==> src/rtl/div16u8_seq.sv <==
// div16u8_seq: sequential restoring radix-2 unsigned divider, 16-bit dividend
// by 8-bit divisor, one quotient bit per cycle, valid/ready on both sides.
// TRUNC_BITS skips the lowest quotient iterations; skipped bits read as zero.
`timescale 1ns/1ps
module div16u8_seq #(
    parameter int unsigned TRUNC_BITS = 0
) (
    input  logic        clk,
    input  logic        rst,
    input  logic        in_valid,
    output logic        in_ready,
    input  logic [15:0] dividend,
    input  logic [7:0]  divisor,
    output logic        out_valid,
    input  logic        out_ready,
    output logic [7:0]  quotient,
    output logic [7:0]  remainder,
    output logic        div_by_zero,
    output logic        overflow
);

    // Index of the last iteration actually performed.
    localparam logic [2:0] LAST_IDX = 3'(TRUNC_BITS);

    typedef enum logic [1:0] {
        IDLE = 2'd0,
        CALC = 2'd1,
        DONE = 2'd2
    } state_t;

    state_t      state_r;
    state_t      state_s;

    // Only the low dividend byte is consumed bit by bit; the high byte seeds
    // the partial remainder at accept time.
    logic [7:0]  dvd_lo_r;
    logic [7:0]  dvs_r;
    // Partial remainder is always below the divisor, so 8 bits hold it.
    logic [7:0]  rem_r;
    logic [7:0]  q_r;
    logic [2:0]  idx_r;

    logic [7:0]  quotient_r;
    logic [7:0]  remainder_r;
    logic        dbz_r;
    logic        ovf_r;

    logic        accept_s;
    logic        last_iter_s;
    logic        sub_ok_s;
    logic [8:0]  trial_s;
    logic [7:0]  diff_s;
    logic [7:0]  rem_next_s;
    logic [7:0]  q_next_s;

    // One restoring step: shift in the next dividend bit, subtract if it fits.
    always_comb begin
        trial_s    = {rem_r, dvd_lo_r[idx_r]};
        sub_ok_s   = (trial_s >= {1'b0, dvs_r});
        // True difference is < 256 whenever it is used, so 8-bit wrap is exact.
        diff_s     = trial_s[7:0] - dvs_r;
        q_next_s   = q_r;
        if (sub_ok_s) begin
            rem_next_s       = diff_s;
            q_next_s[idx_r]  = 1'b1;
        end else begin
            rem_next_s       = trial_s[7:0];
        end
        last_iter_s = (idx_r == LAST_IDX);
        accept_s    = in_valid && (state_r == IDLE);
    end

    // Next-state decode for the IDLE/CALC/DONE controller.
    always_comb begin
        state_s = state_r;
        case (state_r)
            IDLE: begin
                if (in_valid) begin
                    if ((divisor == 8'd0) || (dividend[15:8] >= divisor)) begin
                        state_s = DONE;
                    end else begin
                        state_s = CALC;
                    end
                end else begin
                    state_s = IDLE;
                end
            end
            CALC: begin
                if (last_iter_s) begin
                    state_s = DONE;
                end else begin
                    state_s = CALC;
                end
            end
            DONE: begin
                if (out_ready) begin
                    state_s = IDLE;
                end else begin
                    state_s = DONE;
                end
            end
            default: begin
                state_s = IDLE;
            end
        endcase
    end

    // Controller state register.
    always_ff @(posedge clk or posedge rst) begin
        if (rst) begin
            state_r <= IDLE;
        end else begin
            state_r <= state_s;
        end
    end

    // Operand capture, iteration datapath and registered result outputs.
    always_ff @(posedge clk or posedge rst) begin
        if (rst) begin
            dvd_lo_r    <= 8'd0;
            dvs_r       <= 8'd0;
            rem_r       <= 8'd0;
            q_r         <= 8'd0;
            idx_r       <= 3'd0;
            quotient_r  <= 8'd0;
            remainder_r <= 8'd0;
            dbz_r       <= 1'b0;
            ovf_r       <= 1'b0;
        end else begin
            case (state_r)
                IDLE: begin
                    if (accept_s) begin
                        dvd_lo_r <= dividend[7:0];
                        dvs_r    <= divisor;
                        rem_r    <= dividend[15:8];
                        q_r      <= 8'd0;
                        idx_r    <= 3'd7;
                        if (divisor == 8'd0) begin
                            quotient_r  <= 8'hFF;
                            remainder_r <= dividend[7:0];
                            dbz_r       <= 1'b1;
                            ovf_r       <= 1'b0;
                        end else if (dividend[15:8] >= divisor) begin
                            quotient_r  <= 8'hFF;
                            remainder_r <= 8'h00;
                            dbz_r       <= 1'b0;
                            ovf_r       <= 1'b1;
                        end
                    end
                end
                CALC: begin
                    rem_r <= rem_next_s;
                    q_r   <= q_next_s;
                    idx_r <= idx_r - 3'd1;
                    if (last_iter_s) begin
                        // Skipped low quotient bits were cleared at accept.
                        quotient_r  <= q_next_s;
                        remainder_r <= rem_next_s;
                        dbz_r       <= 1'b0;
                        ovf_r       <= 1'b0;
                    end
                end
                DONE: begin
                    // Results are held until the consumer takes them.
                end
                default: begin
                    q_r <= 8'd0;
                end
            endcase
        end
    end

    // Handshake flags come straight from the state register; in_ready is
    // additionally held low while reset is asserted.
    assign in_ready    = (state_r == IDLE) && !rst;
    assign out_valid   = (state_r == DONE);
    assign quotient    = quotient_r;
    assign remainder   = remainder_r;
    assign div_by_zero = dbz_r;
    assign overflow    = ovf_r;

endmodule

==> config.mk <==
export PLATFORM = sky130hd
export DESIGN_NAME = div16u8_seq
export DESIGN_NICKNAME = d
export VERILOG_FILES = /design/src/rtl/div16u8_seq.sv
export SDC_FILE = /design/constraint.sdc
export NUM_CORES = 1
export LEC_CHECK = 0
export ABC_AREA = 1
export CAP_MARGIN = 25
export CORE_UTILIZATION = 35
export DETAILED_ROUTE_END_ITERATION = 6
export GPL_ROUTABILITY_DRIVEN = 0
export GPL_TIMING_DRIVEN = 0
export PLACE_DENSITY_LB_ADDON = 0.12
export SYNTH_ARGS = -nofsm -noshare
export SYNTH_HDL_FRONTEND = slang
export SYNTH_SLANG_ARGS = --single-unit
==> constraint.sdc <==
create_clock -name clk -period 3.26 [get_ports clk]
set_input_delay 0.652 -clock clk [delete_from_list [all_inputs] [get_ports clk]]
set_output_delay 0.652 -clock clk [all_outputs]
set_load 0.005 [all_outputs]
======== Word level (Yosys, flattened, before mapping) ========
Index checks and enable logic that the tools add are counted.
word-level totals
  register bits after elaboration ......... 55
  input port bits ......................... 28
  output and inout bits ................... 20
operators by class
  equality and inequality tests ........... 5
  bitwise operators ....................... 2
  reductions and logical operators ........ 13
  $add $sub $neg .......................... 2
  order comparisons ....................... 4
  multiplexer cells ....................... 36
operator list
  cell                                                                count
  2-to-1 mux 8 bit                                                    12
  one-hot mux 8 bit (2 select lines)                                  3
  one-hot mux 8 bit (3 select lines)                                  1
  greater-or-equal comparator 9 x 8 -> 1 bit                          1
  2-to-1 mux 1 bit                                                    9
  greater-or-equal comparator 8 bit                                   1
  zero test 8 bit                                                     1
  2-to-1 mux 2 bit                                                    4
  OR 8 bit                                                            1
  subtractor 8 bit                                                    1
  one-hot mux 2 bit (3 select lines)                                  1
  one-hot mux 3 bit (2 select lines)                                  1
  AND reduction 2 bit                                                 3
  < comparator 3 x 4 -> 1 bit (second input constant)                 1
  inequality test 2 bit (second input constant)                       2
  one-hot mux 1 bit (2 select lines)                                  2
  AND reduction 4 bit                                                 1
  binary-select mux 1 bit (select 3 bit)                              1
  demux 1 bit (select 3 bit)                                          1
  greater-or-equal comparator 3 x 1 -> 1 bit (second input constant)  1
  logical AND 1 bit                                                   3
  zero test 3 bit                                                     1
  2-to-1 mux 3 bit                                                    1
  inequality test 3 x 1 -> 1 bit (second input constant)              1
  8 further kinds                                                     8

======== Depth between registers and ports, before layout ========
  word-level depth ........................ 8
  gate-level depth with buffers ........... 21
  gate-level depth less buffers ........... 21

======== Worst setup path after synthesis ========
Ideal clock, no wire load.
  kind .................................... register to register
  from .................................... register idx_r[0]
  to ...................................... register remainder_r[6], in the netlist remainder[6]
  buffers on the path ..................... 1
  arrival ................................. 2.031 ns
  cell stages (with the launch flop) ...... 21
  clock period less this slack ............ 2.147 ns
  setup time .............................. 0.116 ns
  slack ................................... 1.113 ns
  required time ........................... 3.144 ns
  path through ............................ dfrtp_1 buf_2 nand2_1 nand2_1 nand2_1 nand2_1 nand2_1 nand2_1 inv_1 ha_1 fa_1 nor2_1 nand2_1 nand3_1 nand2_1 nand2_1 nand2_1 nand3_1 nand2_1 nand2_1 nand2_1
on the way
  cells in the longest elaborated chain, start to end .. 6
  elaborated cells on any way between the ends .. 10
RTL lines
  item                                                                                   line    RTL
  start: declaration                                                                     41      logic [2:0] idx_r;
  start signal: assignment                                                               154     idx_r <= idx_r - 3'd1;
  binary-select mux 1 bit (select 3 bit)                                                 58      trial_s = {rem_r, dvd_lo_r[idx_r]};
  2-to-1 mux 1 bit (not written as such)                                                 58
  subtractor 8 bit / greater-or-equal comparator 9 x 8 -> 1 bit (equally long branches)  61, 59
  2-to-1 mux 8 bit                                                                       63      if (sub_ok_s) begin
  2-to-1 mux 8 bit                                                                       155     if (last_iter_s) begin
  one-hot mux 8 bit (2 select lines)                                                     130     case (state_r)
  end signal: assignment                                                                 140     remainder_r <= dividend[7:0];
  end signal: assignment                                                                 158     remainder_r <= rem_next_s;
  end: declaration                                                                       44      logic [7:0] remainder_r;
Several ways; a longest one is shown, not always the timed one. The select of a mux whose other input is x is not followed.
A chain may end at the register's enable or synchronous reset.

======== Final worst setup path ========
Same ends and word-level chain as after synthesis.

==> results summary <==
The completed layout was analyzed and its total power is 4220 µW. The count of unique library cells instantiated by Yosys is 32. The share of the synthesized area in the top cell type is 41.1%. The start of the worst register-to-register path is idx_r[0]$_DFFE_PP0P_. The path depth of the worst reg2reg path is 20. The critical path buffer and inverter count is 2. The number of filler instances in the final layout is 962. Of the synthesized area, sequential elements account for 41.1%. The total area of multi-input combinational cells is 0.00170 mm². The violation count after the first detailed-route iteration came out at 119. The worst register-to-register path has a setup slack of 0.65 ns. The combined global-route utilization of all metal layers is 18.4%.

The instance count after placement with tap cells included is 627. The commonest cells after synthesis are sky130_fd_sc_hd__nand2_1, sky130_fd_sc_hd__dfrtp_1, sky130_fd_sc_hd__inv_1. The peak supply drop is 0.371 mV.

The worst setup path is captured at a register. After detailed routing, the average wire length per cell comes to 13.4 µm. The signal on the critical path passes through buf_2 > nand2_1 > nand2_1 > nand2_1 > nand2_1 > nand2_1 > nand2_1 > inv_1 > ha_1 > fa_1 > nor2_1 > nand2_1 > nand3_1 > nand2_1 > nand2_1 > nand2_1 > nand3_1 > nand2_1 > nand2_1 > nand2_1.

Pin placement for this block handled 48 I/O pins. The proportion of layout cells with a drive suffix above 1 came out at 9.68%. The data required time at the worst endpoint came out at approximately 3.5 ns. The total negative setup slack came out at 0 ns.

Of all nets on the critical path, the largest fanout is 10. For the worst-skew pair, the clock arrives at the later sink with an insertion delay of ~0.31 ns. Wires add up to approximately 8500 µm. The number of maximum-capacitance constraint violations came out at 0. The arrival time of data at the critical path endpoint is 2.82 ns. The number of cells on the worst hold path came out at 2.

The final layout net count came out at ~550. The clock-pin slew reported for the worst setup and hold paths after clock tree synthesis is 0.11 ns. The count of H-tree levels built during CTS is 2. The worst setup path is launched from a register. The initial antenna violation count came to 0.

The kind of cell adding the most delay to the critical path is simple AND/OR/NAND/NOR gates. The most common flop cell mapped by yosys is sky130_fd_sc_hd__dfrtp_1. In this run, synthesis inferred 0 flip-flops with an integrated enable.

The number of buffers inserted during clock tree synthesis is 5. The number of port buffers came out at between 40 and 50. The number of standard cells after synthesis came out at 450. The buffer count from post-CTS setup fixing is 0. The mapped cell area came out at about 0.0033 mm². The post-cts repair resize count is 0. The final count of pins violating max slew is 0.

The register bit total from synthesis came out at 55. The worst hold path begins at quotient[4]$_DFFE_PP0P_. The critical path is of the register to register type. The via total after detailed routing came out at 2962. Setup violations remaining at the end of the flow were counted as 0. The die extent in x is about 100 µm. The top achievable clock speed is ~380 MHz. The transition time at the pin with the least slew margin is approximately 0.77 ns. The global-route wire length before repair is approximately 14000 µm. The number of nets in the synthesized netlist is 497. The cell taking the most area after synthesis is sky130_fd_sc_hd__dfrtp_1. The min-delay analysis places its worst path in the category register to register. The tree is rooted in a sky130_fd_sc_hd__clkbuf_8. The relative max-transition margin came out at around half.

The final count of hold timing violations is 0. The height of the die is about 100 µm. The half-perimeter wire length after detailed placement came out at 6890 µm. The count of synthesis-stage warnings from yosys came out at 0. In the post-synthesis netlist, the biggest area contributors are sky130_fd_sc_hd__dfrtp_1, sky130_fd_sc_hd__nand2_1, sky130_fd_sc_hd__ha_1. Tracing the worst setup path back leads to its startpoint at idx_r[0]$_DFFE_PP0P_. The via count of the first global-routing pass was just under 3000. The leakage dissipation came out at 0.00207 µW. Setup repair after global routing left no endpoint under its margin.

The routed design could run at a clock period as short as ~2.6 ns. The count of placed standard cells in the final layout, fillers left out is between 600 and 700. In the final layout, flip-flops and latches occupy 0.00138 mm². The floorplan has 35 rows. The total power density per cell area came out at 1030 mW/mm².

The deepest clock path buffer count came out at 2. The area added between synthesis and finish is 22.3%. The endpoint of the worst hold-timing path is quotient[4]$_DFFE_PP0P_. The antenna diode count came out at 0. In this run, post-CTS hold repair placed 0 buffers.

The remaining design rule violation count is 0. TritonCTS built the clock tree. The longest individual stage delay on the worst path is approximately 0.41 ns. The standard cell core area came out at 0.00924 mm².

The via density per instance came out at 4.66. The total die area is roughly 0.01 mm². The share of the clock period used by the worst path came out at 80.0%.

The run finished with clean final reports. The cell occurring most often along the worst timing path is sky130_fd_sc_hd__nand2_1. On the critical path, the stage with the largest delay is an instance of sky130_fd_sc_hd__fa_1. The remaining global-route overflow is 0. The number of iterations in the first detailed-routing pass is 4.

Once detail routing completed, the nets flagged for antenna violations numbered 0. The final worst clock skew is 0.00901 ns. The leading cell type by number of instances after synthesis is sky130_fd_sc_hd__nand2_1. The tree built by TritonCTS fans out to 55 sinks. The per-instance average area after synthesis is 7.44 µm². The proportion of synthesized flip-flops having asynchronous set or reset came out at 100%. The maximum number of pins on one net before global-route repair is 35. The endpoint identified for the worst register-to-register timing path is remainder[6]$_DFFE_PP0P_. The initial core utilization came out at 36.2%.
## cell usage in the layout, fill, tap and decap left out, types with 2 or more instances in the layout
| cell | synthesis | layout |
|---|---|---|
| sky130_fd_sc_hd__nand2_2 | 5 | 5 |
| sky130_fd_sc_hd__nor2_4 | 3 | 3 |
| sky130_fd_sc_hd__clkdlybuf4s50_1 | 0 | 47 |
| sky130_fd_sc_hd__a21oi_1 | 20 | 20 |
| sky130_fd_sc_hd__inv_1 | 44 | 43 |
| sky130_fd_sc_hd__nand2_1 | 188 | 188 |
| sky130_fd_sc_hd__clkinv_1 | 2 | 2 |
| sky130_fd_sc_hd__o211ai_1 | 3 | 3 |
| sky130_fd_sc_hd__buf_2 | 4 | 4 |
| sky130_fd_sc_hd__clkbuf_1 | 5 | 5 |
| sky130_fd_sc_hd__a21oi_2 | 8 | 8 |
| sky130_fd_sc_hd__nor2_2 | 3 | 3 |
| sky130_fd_sc_hd__clkinvlp_4 | 0 | 2 |
| sky130_fd_sc_hd__dfrtp_1 | 55 | 55 |
| sky130_fd_sc_hd__nand3_2 | 3 | 3 |
| sky130_fd_sc_hd__nor3_1 | 9 | 9 |
| sky130_fd_sc_hd__nand4_1 | 5 | 5 |
| sky130_fd_sc_hd__clkbuf_8 | 0 | 5 |
| sky130_fd_sc_hd__nor2_1 | 16 | 16 |
| sky130_fd_sc_hd__o21ai_0 | 16 | 16 |
| sky130_fd_sc_hd__nand2_4 | 2 | 2 |
| sky130_fd_sc_hd__ha_1 | 18 | 18 |
| sky130_fd_sc_hd__xor2_1 | 3 | 3 |
| sky130_fd_sc_hd__nand3_1 | 18 | 18 |
| sky130_fd_sc_hd__inv_2 | 6 | 7 |
| sky130_fd_sc_hd__a22oi_1 | 5 | 5 |
## routing by layer
metal	GRT usage, %	wire length, µm	vias up
li1	-	-	1537
met1	24.2	4230	1372
met2	31.4	3920	43
met3	2.92	193	10
met4	5.43	153	0
met5	0	0	-
## area by class of cell
cell class              instances  area share (%)
multi-input cells             331            41.6
clock buffers                   5            1.68
clock inverters                 3           0.489
well taps                     129            3.94
flip-flops and latches         55            33.6
plain buffers                  12            1.80
repair buffers                 48            12.2
inverters                      52            4.76
## through the flow
| step | util (%) | setup WS, ns | hold WS (ns) | cell area [µm²] |
|---|---|---|---|---|
| after CTS | 44.3 | 0.640 | 0.485 | 4100 |
| after global routing | 44.3 | 0.350 | 0.507 | 4100 |
| after floorplan | - | 1.11 | 0.449 | 3350 |
| after detailed placement | 43.4 | 0.430 | 0.457 | 4010 |
| final | 44.3 | 0.651 | 0.481 | 4100 |
| after global placement | 43.1 | 0.0795 | 0.454 | 3980 |
## worst max-delay path by stage
stage | endpoint | depth (start not counted)
final | remainder[6]$_DFFE_PP0P_ | 20
after global routing | remainder[6]$_DFFE_PP0P_ | 20
after CTS | remainder[6]$_DFFE_PP0P_ | 20
after detailed placement | quotient[6]$_DFFE_PP0P_ | 11
after global placement | remainder[5]$_DFFE_PP0P_ | 2
after floorplan | remainder[6]$_DFFE_PP0P_ | 20
## worst reg2reg max path: cells and delay by family (launching register included)
family                     cells  cell delay (ns)
and+or+nand+nor               16             1.30
adders and majority gates      2             0.61
DFF                            1             0.36
buffers and inverters          2             0.27
## cell families (layout without fill, tap and decap cells)
| family | Yosys count | count (layout) | share of synthesized area (%) |
|---|---|---|---|
| flip-flops | 55 | 55 | 41.1 |
| AND/OR/NAND/NOR | 254 | 254 | 32.4 |
| adder cells (fa/ha/maj) | 19 | 19 | 7.32 |
| buffers and inverters | 64 | 120 | 8.03 |
| AO/OA/AOI/OAI | 54 | 54 | 10.1 |
| XOR/XNOR | 4 | 4 | 1.05 |
## registers in the layout (all words and copies together), names as in the netlist
name	count
div_by_zero	1
dvd_lo_r	8
dvs_r	8
idx_r	3
overflow	1
q_r	8
quotient	8
rem_r	8
remainder	8
state_r	2
## where the power goes
group / internal, µW / switching (µW)
combinational: 1040 / 1620
sequential: 982 / 188
clock: 150 / 237
total: 2180 / 2050
Note: power is estimated with default switching activity, not from simulation.
